===== src/rtl/or_stim_pkg.sv =====
// Shared types and constants for the OR-stage stimulus generator.
// The LFSR constants and helper are only referenced when OR_STIM_LFSR_EN is defined.
package or_stim_pkg;

  typedef enum logic [1:0] {
    IDLE = 2'd0,
    RUN  = 2'd1,
    DONE = 2'd2
  } state_e;

  localparam logic [7:0] LFSR_SEED = 8'hA5;
  localparam logic [7:0] LFSR_TAPS = 8'hB8;

  // Right-shifting Galois step for x^8+x^6+x^5+x^4+1
  function automatic logic [7:0] lfsr_next(input logic [7:0] s);
    lfsr_next = (s >> 1) ^ (s[0] ? LFSR_TAPS : 8'h00);
  endfunction

endpackage


===== src/rtl/or_stim_lfsr.sv =====
// 8-bit Galois LFSR: load restores the seed, step advances one state.
// Only instantiated when OR_STIM_LFSR_EN is defined.
module or_stim_lfsr
  import or_stim_pkg::*;
(
  input  logic       clk,
  input  logic       rst,
  input  logic       load,
  input  logic       step,
  output logic [7:0] q
);

  logic [7:0] q_q;

  always_ff @(posedge clk) begin
    if (rst) begin
      q_q <= '0;
    end else if (load) begin
      q_q <= LFSR_SEED;
    end else if (step) begin
      q_q <= lfsr_next(q_q);
    end
  end

  assign q = q_q;

endmodule


===== src/rtl/or_stim_gen.sv =====
// Clocked, restartable walking-toggle stimulus for the four-input OR stage.
// Optional feature: define OR_STIM_LFSR_EN to add lfsr_mode and an LFSR-driven pattern.
module or_stim_gen
  import or_stim_pkg::*;
#(
  parameter int unsigned TICK_DIV = 50,
  parameter int unsigned STEPS    = 20
) (
  input  logic clk,
  input  logic rst,
  input  logic start,
  input  logic stop,
`ifdef OR_STIM_LFSR_EN
  input  logic lfsr_mode,
`endif
  output logic a,
  output logic b,
  output logic c,
  output logic d,
  output logic tick,
  output logic busy,
  output logic done
);

  localparam int unsigned PW = $clog2(TICK_DIV);
  localparam int unsigned KW = $clog2(STEPS + 1);
  localparam logic [PW-1:0] PRE_LAST = PW'(TICK_DIV - 1);
  localparam logic [KW-1:0] K_LAST   = KW'(STEPS - 1);

  state_e        state_q;
  logic [PW-1:0] pre_q;
  logic [KW-1:0] k_q;
  logic          ph_b_q, ph_b_d;
  logic [1:0]    ph_c_q, ph_c_d;
  logic [1:0]    ph_d_q, ph_d_d;
  logic [3:0]    tog_q, tog_d;
  logic [3:0]    abcd_q, abcd_d;
  logic          tick_q, busy_q, done_q;
  logic          wrap, go_run;

  assign wrap   = (pre_q == PRE_LAST);
  assign go_run = start && !stop && (state_q != RUN);

`ifdef OR_STIM_LFSR_EN
  logic       lfsr_mode_q;
  logic [7:0] lfsr_q;
  logic [7:0] lfsr_nx;

  // The pattern shown at a tick is the state the LFSR advances into on that edge
  assign lfsr_nx = lfsr_next(lfsr_q);

  or_stim_lfsr u_lfsr (
    .clk  (clk),
    .rst  (rst),
    .load (go_run),
    .step ((state_q == RUN) && wrap && !stop),
    .q    (lfsr_q)
  );
`endif

  // Phase counters mod 1..4; a channel toggles when its phase counter wraps
  always_comb begin
    ph_b_d = ~ph_b_q;
    ph_c_d = (ph_c_q == 2'd2) ? 2'd0 : ph_c_q + 2'd1;
    ph_d_d = ph_d_q + 2'd1;
    tog_d  = tog_q ^ {1'b1, ph_b_q, (ph_c_q == 2'd2), (ph_d_q == 2'd3)};
    abcd_d = tog_d;
`ifdef OR_STIM_LFSR_EN
    if (lfsr_mode_q) abcd_d = lfsr_nx[3:0];
`endif
  end

  always_ff @(posedge clk) begin
    if (rst) begin
      state_q <= IDLE;
      pre_q   <= '0;
      k_q     <= '0;
      ph_b_q  <= 1'b0;
      ph_c_q  <= '0;
      ph_d_q  <= '0;
      tog_q   <= '0;
      abcd_q  <= '0;
      tick_q  <= 1'b0;
      busy_q  <= 1'b0;
      done_q  <= 1'b0;
`ifdef OR_STIM_LFSR_EN
      lfsr_mode_q <= 1'b0;
`endif
    end else begin
      tick_q <= 1'b0;
      if (stop || go_run) begin
        // stop has priority; both paths clear the run state, only go_run enters RUN
        state_q <= stop ? IDLE : RUN;
        busy_q  <= !stop;
        done_q  <= 1'b0;
        pre_q   <= '0;
        k_q     <= '0;
        ph_b_q  <= 1'b0;
        ph_c_q  <= '0;
        ph_d_q  <= '0;
        tog_q   <= '0;
        abcd_q  <= '0;
`ifdef OR_STIM_LFSR_EN
        if (!stop) lfsr_mode_q <= lfsr_mode;
`endif
      end else if (state_q == RUN) begin
        if (wrap) begin
          pre_q  <= '0;
          k_q    <= k_q + 1'b1;
          ph_b_q <= ph_b_d;
          ph_c_q <= ph_c_d;
          ph_d_q <= ph_d_d;
          tog_q  <= tog_d;
          abcd_q <= abcd_d;
          tick_q <= 1'b1;
          if (k_q == K_LAST) begin
            state_q <= DONE;
            busy_q  <= 1'b0;
            done_q  <= 1'b1;
          end
        end else begin
          pre_q <= pre_q + 1'b1;
        end
      end
    end
  end

  assign {a, b, c, d} = abcd_q;
  assign tick         = tick_q;
  assign busy         = busy_q;
  assign done         = done_q;

endmodule

===== config.mk =====
export PLATFORM = sky130hd
export DESIGN_NAME = or_stim_gen
export DESIGN_NICKNAME = d
export VERILOG_FILES = /design/src/rtl/or_stim_pkg.sv /design/src/rtl/or_stim_lfsr.sv /design/src/rtl/or_stim_gen.sv
export SDC_FILE = /design/constraint.sdc
export NUM_CORES = 1
export LEC_CHECK = 0
export ABC_CLOCK_PERIOD_IN_PS = 4800
export CORE_UTILIZATION = 55
export DETAILED_ROUTE_END_ITERATION = 8
export PLACE_DENSITY = 0.83
export SLEW_MARGIN = 25
export SYNTH_ARGS = -nofsm -noshare
export SYNTH_HDL_FRONTEND = slang
export SYNTH_HIERARCHICAL = 1
export SYNTH_SLANG_ARGS = --single-unit

===== constraint.sdc =====
create_clock -name clk -period 4.8 [get_ports clk]
set_input_delay 1.44 -clock clk [delete_from_list [all_inputs] [get_ports clk]]
set_output_delay 1.44 -clock clk [all_outputs]
set_load 0.01 [all_outputs]

# Yosys cells after proc, flatten, opt, wreduce, memory -nomap -nowiden
# Index checks and enable logic that the tools add are counted.
[word_totals]
in_bits = 4
wordCells = 47
reg_bits = 25
output_inout_bits = 7
[classes]
n_reduce_logical = 12
n_mux = 12
addsub = 4
eq_ne = 6
bitwise = 3
[ops]
columns = ["op", "count"]
rows = [
  ["$mux W2", 5],
  ["$add A6 B1 Y6 const B", 1],
  ["$eq A6 B6 Y1 const B", 1],
  ["$mux W1", 6],
  ["$mux W6", 1],
  ["$reduce_and A3 Y1", 2],
  ["$reduce_bool A2 Y1", 3],
  ["$add A5 B1 Y5 const B", 1],
  ["$eq A5 B5 Y1 const B", 1],
  ["$add A2 B1 Y2 const B", 2],
  ["$eq A2 B2 Y1 const B", 2],
  ["$xor A4 B4 Y4", 1],
  ["$reduce_or A3 Y1", 1],
  ["$eq A2 B1 Y1 const B", 1],
  ["$logic_and A1 B1 Y1", 2],
  ["$ne A2 B1 Y1 const B", 1],
  ["$not A1 Y1", 2],
  ["$reduce_and A2 Y1", 1],
  ["$reduce_or A2 Y1", 1],
  ["$logic_not A1 Y1", 1],
  ["$logic_or A1 B1 Y1", 1],
]

# Logic depth before layout (Yosys ltp)
# Gate-level depths: netlist of the first run.
[depth]
word_depth = 6
mapped_depth = 6
ltp_nobuf = 5

# Worst setup path before layout of the first run
# No wires, ideal clock.
[synth_path]
kind = "input to register"
start = "input port stop"
end = "register tick_q (netlist: tick)"
slack_ps = 2574
setup_ps = 78
t_required_ps = 4722
arrival_time_ps = 2149
n_path_buf = 1
stages = 4
path_cell_list = "nor2_1 -> o21ai_0 -> buf_2 -> nor3_1"
[synth_via]
elab_chain_len = 5
[synth_lines]
columns = ["element", "line", "source"]
rows = [
  ["start, declared", "or_stim_gen.sv:12", "input logic stop,"],
  ["$logic_not A1 Y1", "or_stim_gen.sv:42", "assign go_run = start && !stop && (state_q != RUN);"],
  ["$logic_and A1 B1 Y1 (2 in series)", "or_stim_gen.sv:42", ""],
  ["$logic_or A1 B1 Y1 (*)", "or_stim_gen.sv:91", "if (stop || go_run) begin"],
  ["$reduce_or A3 Y1 (no line) (*)", "n/a", ""],
  ["end signal, assigned", "or_stim_gen.sv:83", "tick_q <= 1'b0;"],
  ["end signal, assigned", "or_stim_gen.sv:90", "tick_q <= 1'b0;"],
  ["end signal, assigned", "or_stim_gen.sv:115", "tick_q <= 1'b1;"],
  ["end, declared", "or_stim_gen.sv:38", "logic tick_q, busy_q, done_q;"],
]
# Every way passes the cells marked *; elsewhere a longest branch is shown, timed or not.
# A chain may end at the register's enable or synchronous reset.

# Worst setup path in the final report of the first run
[layout_path]
start = "register busy_q (netlist: busy)"
end = "output port busy"
[layout_lines]
columns = ["element", "line", "source"]
rows = [
  ["start, declared", "or_stim_gen.sv:38", ""],
  ["start signal, assigned", "or_stim_gen.sv:94", "busy_q <= !stop;"],
  ["end, declared", "or_stim_gen.sv:21", "output logic busy,"],
]
# No word-level cell between the ends.

==> qor.txt, run 1 <==
Drt total wl = 2180 um
WP buf/inv = 1
Ant diodes = 0
Min-delay src = done
Starting Density = 58.5%
Full die area = 2300 um^2
Crit path kind = reg -> out
Max_slew headroom = 76.5%
Seq cells post-synth = 24
Num ports = 11
Total number of vias = 976
Pwr Density = 274 nW/um^2
Area growth syn-to-layout = 13.6%
Post-synth EDFFs = 0
Final Cycle Share = 59.7%
Vias in the first global route = 809
Hold Path Cell Cnt = 2
Main area contributors after synthesis = dfxtp_1, a21oi_1, ha_1
Mapped Cells = 128
Seq/Total Area, Yosys = 41.4%
Count leader, synth = dfxtp_1
# resized after CTS = 0
Slew Limit Fails = 0
GR Util All Layers = 21.7%
First drt pass iteration count = 4
Post-Layout Cell Count = 163
Layout cells sized above 1 = 9.56%
Worst hold margin = 0.457 ns
Synth area leader = dfxtp_1
Area share of the largest cell type after synthesis = 41.4%
Placed inst area = 1260 um^2
Final Skew = 0.00533 ns
Setup TNS = 0 ns
CP max FO = 7
Synth unique cells = 37
Max Clk Rate = 349 MHz
Initial antenna violation count = 0
VDD IR max = 0.181 mV
TritonCTS clock tree = built
Design area = 1320 um^2
Final core occ = 66.5%
First-pass GRT wire length = 3460 um
Worst-path clk slew = 0.13 ns
Die H = 47.9 um
Largest net degree at the start of global routing = 27
DRC = 0
CP endpoint kind = primary output
IO buf count = 10
DP Worst Slack = 2.06 ns
Synth cell count leaders = dfxtp_1, a21oi_1, o21ai_0
Crit-path leading delay family = buffers and inverters
Critical path required time = 3.36 ns
# Post-CTS Setup Buffers = 0
Hold WC Path Type = reg -> reg
Detailed placer's ending HPWL = 1470 um
Via density = 5.99
Hold endpoint = done
Arrival @ worst endpoint = 1.42 ns
TritonCTS Buffers = 3
Core footprint = 1980 um^2
Endpoints failing hold = 0
Reg2reg path depth = 4
Sink Count = 24
Share of flip-flops with an asynchronous set or reset = 0%
Post-route minimum period = 2.86 ns
RSZ-0062 raised after global routing = false
Main flop type after synthesis = dfxtp_1
Status = complete, no violations
Total power = 361 uW
Root buffer selected by CTS = clkbuf_4
Drt wl/cell = 13.4 um
LEAKAGE = 0.423 nW
Filler Cell Count = 161
Hold buffers post-CTS = 0
Slowest cell delay on critical path = 0.61 ns
DP Cell Count = 159
Mapped Avg Cell Area = 9.06 um^2
Synth Net Count = 136
Clock latency on the worst-skew pair = 0.32 ns
Crit path cell chain = clkdlybuf4s50_1
Critical Path Slowest Stage Cell = clkdlybuf4s50_1
Max cap viols = 0
Worst Setup Slack, final = 1.94 ns
Iteration-0 DRC count of the detailed router = 13
FP Rows = 16
Reg2Reg Capture Point = abcd_q[1]
Worst Tran Pin Value = 0.347 ns
GRT Residual Overflow = 0
Die Span X = 47.9 um
Htree depth = 1
Netlist Area Pre-Place = 1160 um^2
Final setup vio count = 0
R2R Setup Slk = 3.04 ns
Max Root-Sink Buffers = 2
Final nets = 145
Post-DRT Antenna Nets = 0
Synth warnings = 6
CP startpoint = busy
Routability congestion estimate from global placement = 0.798
FF-to-FF Start = pre_q[0]
Crit path launch type = register
layer usage:
layer / track usage, % / vias up / routed length (um)
li1: - / 496 / -
met1: 27.4 / 456 / 1010
met2: 35.7 / 20 / 1090
met3: 4.91 / 4 / 60
met4: 8.33 / 0 / 21
met5: 0 / - / 0
how the worst max path moves through the flow:
stage,to,slack (ns),cells past startpoint
2_1_floorplan,tick,2.57,4
3_3_place_gp,pre_q[5],2.16,5
3_5_place_dp,pre_q[5],2.06,5
4_1_cts,busy,1.93,1
5_1_grt,busy,1.89,1
6_report,busy,1.94,1
where the power goes:
part	leakage (nW)	internal, mW	switching [mW]
combinational	0.202	0.00545	0.00667
sequential	0.193	0.200	0.00134
clock	0.0279	0.0845	0.0633
total	0.423	0.290	0.0713
final cells by class:
cell class / count / area [um^2] / area share, %
well taps: 27 / 33.8 / 2.56
flip-flops and latches: 24 / 480 / 36.5
clock inverters: 1 / 30.0 / 2.28
clock buffers: 3 / 22.5 / 1.71
inverters: 8 / 30.0 / 2.28
multi-input cells: 88 / 606 / 46.0
repair buffers: 12 / 115 / 8.74
cells by family (layout without fill, tap and decap cells):
family          Yosys count  after routing  synth area share [%]
mux                       1              1                 0.863
buf+inv                  16             24                  6.36
fa+ha+maj                 4              4                  4.32
simple gates             39             39                  23.7
flops                    24             24                  41.4
compound gates           44             44                  23.3
layout by cell type (no fill, tap or decap), drive strengths merged, types with 2 or more instances in the layout:
cell type	count
clkdlybuf4s50	10
dfxtp	24
clkbuf	3
nand3b	2
or4	6
o211ai	2
a21oi	20
o31ai	5
inv	8
nand2	6
a211o	3
nand2b	2
ha	4
buf	2
nor3	2
nand3	6
or3	4
o21ai	10
nand4	2
sequential cells by signal, summed over array words and instances, names as in the netlist:
signal and flops:
abcd_q 4, busy 1, done 1, k_q 5, ph_b_q 1, ph_c_q 2, ph_d_q 2, pre_q 6
state_q 1, tick 1
Power figures use the tool's default switching activity.
==> run 2, diff against run 1 <==
--- a/config.mk
+++ b/config.mk
@@ -5,7 +5,7 @@
 export SDC_FILE = /design/constraint.sdc
 export NUM_CORES = 1
 export LEC_CHECK = 0
-export ABC_CLOCK_PERIOD_IN_PS = 4800
+export ABC_CLOCK_PERIOD_IN_PS = 3000
 export CORE_UTILIZATION = 55
 export DETAILED_ROUTE_END_ITERATION = 8
 export PLACE_DENSITY = 0.83
==> constraint.sdc (replaced) <==
create_clock -name clk -period 3 [get_ports clk]
set_input_delay 0.9 -clock clk [delete_from_list [all_inputs] [get_ports clk]]
set_output_delay 0.9 -clock clk [all_outputs]
set_load 0.01 [all_outputs]
==> qor.txt, run 2 (synthesis gave the netlist of run 1 again) <==
Status = complete, no violations
Crit path launch type = register
Routability congestion estimate from global placement = 0.795
DP Cell Count = 159
First-pass GRT wire length = 3370 um
Post-Layout Cell Count = 163
Detailed placer's ending HPWL = 1490 um
Ant diodes = 0
Initial antenna violation count = 0
Crit-path leading delay family = buffers and inverters
RSZ-0062 raised after global routing = false
Crit path kind = reg -> out
Commonest non-fill, non-tap cells in the layout = dfxtp_1, a21oi_1, clkdlybuf4s50_1
Critical path required time = 2.10 ns
TritonCTS clock tree = built
Reg2reg path depth = 4
Final nets = 145
Root buffer selected by CTS = clkbuf_4
Setup TNS = 0 ns
Die H = 47.9 um
Net switching component of the power = 110 uW
Hold Path Cell Cnt = 2
# Post-CTS Setup Buffers = 0
LEAKAGE = 0.423 nW
GR Util All Layers = 20.4%
Sw Ratio = 19.2%
Max Root-Sink Buffers = 2
Num ports = 11
# resized after CTS = 0
Sequential share of power = 56.1%
Full die area = 2300 um^2
FP Rows = 16
Most common cell after layout, fill and taps aside = dfxtp_1
GRT Residual Overflow = 0
Hold buffers post-CTS = 0
Worst Tran Pin Value = 0.398 ns
Crit path cell chain = clkdlybuf4s50_1
Pwr Density = 435 nW/um^2
TritonCTS Buffers = 3
Htree depth = 1
Internal power = 463 uW
Final Cycle Share = 76.4%
Endpoints failing hold = 0
Largest net degree at the start of global routing = 27
WP buf/inv = 1
Slowest cell delay on critical path = 0.59 ns
Cell count along the critical path = 1
CP max FO = 7
Register name with the most flops = pre_q
Max reg flops = 6
Post-route minimum period = 2.29 ns
Total number of vias = 991
Final setup vio count = 0
Critical Path Slowest Stage Cell = clkdlybuf4s50_1
Clock power share = 40.5%
Worst-path clk slew = 0.13 ns
Drt wl/cell = 13.3 um
Iteration-0 DRC count of the detailed router = 18
IO buf count = 10
Largest regs = pre_q x6, k_q x5, abcd_q x4
VDD IR max = 0.298 mV
Post-DRT Antenna Nets = 0
Starting Density = 58.5%
Max_slew headroom = 73.1%
Slew Limit Fails = 0
First drt pass iteration count = 4
Drt total wl = 2160 um
Arrival @ worst endpoint = 1.39 ns
CP endpoint kind = primary output
Layout cells sized above 1 = 9.56%
Comb power frac = 3.4%
Vias in the first global route = 800
Via density = 6.08
Hold WC Path Type = reg -> reg
Max Clk Rate = 436 MHz
Core footprint = 1980 um^2
Final Skew = 0.0105 ns
Area growth syn-to-layout = 13.6%
Die Span X = 47.9 um
DRC = 0
Clock latency on the worst-skew pair = 0.31 ns
Max cap viols = 0
Sink Count = 24
==> run 2: cell counts in the layout (fill, tap and decap cells not counted) <==
Identical to the previous run, type by type.
==> run 2: per-stage QoR <==
| stage | setup slack (ns) | hold WS [ns] | power (mW) | cell area, um^2 | utilization [%] |
|---|---|---|---|---|---|
| 2_1_floorplan | 1.31 | 0.450 | 0.339 | 1160 | - |
| 3_3_place_gp | 0.895 | 0.436 | 0.347 | 1260 | 63.8 |
| 3_5_place_dp | 0.796 | 0.444 | 0.348 | 1260 | 63.8 |
| 4_1_cts | 0.685 | 0.462 | 0.579 | 1320 | 66.5 |
| 5_1_grt | 0.637 | 0.494 | 0.595 | 1320 | 66.5 |
| 6_report | 0.709 | 0.455 | 0.574 | 1320 | 66.5 |
==> run 2: path summary, 6_finish.rpt <==
kind	slack [ns]	to	startpoint
min	0.46	done	done
max	0.71	busy	busy
min reg2reg	0.46	done	done
max reg2reg	1.22	k_q[3]	pre_q[0]
==> run 2: layout make-up <==
| class | count | area (um^2) |
|---|---|---|
| Clock buffer | 3 | 22.5 |
| Clock inverter | 1 | 30.0 |
| Fill cell | 169 | 664 |
| Inverter | 8 | 30.0 |
| Multi-Input combinational cell | 88 | 606 |
| Sequential cell | 24 | 480 |
| Tap cell | 27 | 33.8 |
| Timing Repair Buffer | 12 | 115 |
==> run 2: per-layer routing <==
metal	track usage [%]	share of wire [%]	vias to the layer above
li1	-	-	492
met1	28.3	46	476
met2	33.2	49	21
met3	3.40	4.4	2
met4	4.44	0.88	0
met5	0	0	-
==> run 2: power by group through the flow <==
| stage | sequential, mW | clock, mW | combinational, mW |
|---|---|---|---|
| detailed placement | 0.329 | 0 | 0.0192 |
| global route | 0.322 | 0.251 | 0.0212 |
| floorplan | 0.329 | 0 | 0.0104 |
| CTS | 0.322 | 0.238 | 0.0192 |
| finish | 0.322 | 0.232 | 0.0193 |
| global placement | 0.329 | 0 | 0.0185 |
==> run 3, diff against run 2 <==
--- a/config.mk
+++ b/config.mk
@@ -5,7 +5,7 @@
 export SDC_FILE = /design/constraint.sdc
 export NUM_CORES = 1
 export LEC_CHECK = 0
-export ABC_CLOCK_PERIOD_IN_PS = 3000
+export ABC_CLOCK_PERIOD_IN_PS = 2210
 export CORE_UTILIZATION = 55
 export DETAILED_ROUTE_END_ITERATION = 8
 export PLACE_DENSITY = 0.83
==> constraint.sdc (replaced) <==
create_clock -name clk -period 2.21 [get_ports clk]
set_input_delay 0.663 -clock clk [delete_from_list [all_inputs] [get_ports clk]]
set_output_delay 0.663 -clock clk [all_outputs]
set_load 0.01 [all_outputs]
==> qor.txt, run 3 (synthesis gave the netlist of run 1 again) <==
VDD IR max = 0.429 mV
Filler Cell Count = 154
Largest regs = pre_q x6, k_q x5, abcd_q x4
Total power = 782 uW
Full die area = 2300 um^2
Vias in the first global route = 810
Htree depth = 1
TritonCTS Buffers = 3
RSZ-0062 raised after global routing = false
Slowest cell delay on critical path = 0.60 ns
Num ports = 11
Crit-path leading delay family = buffers and inverters
Core footprint = 1980 um^2
Crit path launch type = register
WP buf/inv = 1
Post-route minimum period = 2.08 ns
Critical path required time = 1.55 ns
Register area = 480 um^2
# resized after CTS = 0
LEAKAGE = 0.423 nW
FF-to-FF Start = pre_q[0]
Status = complete, no violations
Hold WC Path Type = reg -> reg
Hold buffers post-CTS = 0
Detailed placer's ending HPWL = 1480 um
Design area = 1320 um^2
Sink Count = 24
Worst Tran Pin Value = 0.386 ns
Drt total wl = 2330 um
Worst-path clk slew = 0.13 ns
Final Cycle Share = 94.2%
Most common cell after layout, fill and taps aside = dfxtp_1
Starting Density = 58.5%
Pwr Density = 594 nW/um^2
Layout cells sized above 1 = 9.56%
CP endpoint kind = primary output
CP max FO = 7
Iteration-0 DRC count of the detailed router = 12
Largest net degree at the start of global routing = 27
Max Clk Rate = 480 MHz
GRT Residual Overflow = 0
Final core occ = 66.5%
Via density = 5.95
Area growth syn-to-layout = 13.6%
R2R Setup Slk = 0.41 ns
First-pass GRT wire length = 3480 um
FP Rows = 16
Ant diodes = 0
Crit path cell chain = clkdlybuf4s50_1
Routability congestion estimate from global placement = 0.758
Register name with the most flops = pre_q
Placed inst area = 1260 um^2
Area taken by multi-input logic gates = 606 um^2
Max_slew headroom = 73.9%
Die H = 47.9 um
IO buf count = 10
Commonest non-fill, non-tap cells in the layout = dfxtp_1, a21oi_1, clkdlybuf4s50_1
Hold endpoint = done
Max reg flops = 6
Endpoints failing hold = 0
GR Util All Layers = 22.2%
Max Root-Sink Buffers = 2
Root buffer selected by CTS = clkbuf_4
# Post-CTS Setup Buffers = 0
Final nets = 145
Setup TNS = 0 ns
Critical Path Slowest Stage Cell = clkdlybuf4s50_1
Slew Limit Fails = 0
Final setup vio count = 0
Max cap viols = 0
Min-delay src = done
DRC = 0
Hold Path Cell Cnt = 2
First drt pass iteration count = 4
Post-DRT Antenna Nets = 0
Initial antenna violation count = 0
Drt wl/cell = 14.3 um
Crit path kind = reg -> out
Die Span X = 47.9 um
Arrival @ worst endpoint = 1.42 ns
TritonCTS clock tree = built
Final Skew = 0.00497 ns
Reg2reg path depth = 4
Reg2Reg Capture Point = k_q[3]
Clock latency on the worst-skew pair = 0.32 ns
CP startpoint = busy
Total number of vias = 970
run 3: through the flow:
| stage | hold WS (ns) | setup WS, ns | std cells |
|---|---|---|---|
| 6_report | 0.459 | 0.127 | 163 |
| 3_5_place_dp | 0.447 | 0.262 | 159 |
| 4_1_cts | 0.466 | 0.127 | 163 |
| 5_1_grt | 0.486 | 0.0815 | 163 |
| 2_1_floorplan | 0.450 | 0.667 | 128 |
| 3_3_place_gp | 0.436 | 0.339 | 159 |
run 3: how the worst max path moves through the flow:
| stage | slack [ns] | depth (start not counted) | end |
|---|---|---|---|
| floorplan | 0.67 | 5 | busy |
| global placement | 0.34 | 5 | pre_q[5] |
| detailed placement | 0.26 | 5 | pre_q[5] |
| CTS | 0.13 | 1 | busy |
| global route | 0.08 | 1 | busy |
| finish | 0.13 | 1 | busy |
run 3: report_power, final:
part           leakage [nW]  switching [mW]  total (mW)  internal (mW)
Clock                0.0279           0.134       0.318          0.183
Combinational         0.202          0.0154      0.0272         0.0118
Sequential            0.193         0.00298       0.437          0.434
Total                 0.423           0.153       0.782          0.629
run 3: final cells by class:
type | instances | area share [%]
Multi-Input combinational cell | 88 | 46.0
Sequential cell | 24 | 36.5
Timing Repair Buffer | 12 | 8.74
Tap cell | 27 | 2.56
Clock inverter | 1 | 2.28
Inverter | 8 | 2.28
Clock buffer | 3 | 1.71
run 3: worst min-delay path: cells and delay by family (launching register included):
kind	cells	cell delay, ns
DFF	1	0.33
AOI/OAI and AO/OA	1	0.05
buffers and inverters	1	0.04
run 3: layer usage:
layer,vias up,global-route usage [%],wire length (um)
li1,494,-,-
met1,453,26.3,1110
met2,16,36.5,1110
met3,7,4.91,47
met4,0,13.3,59
met5,-,0,0
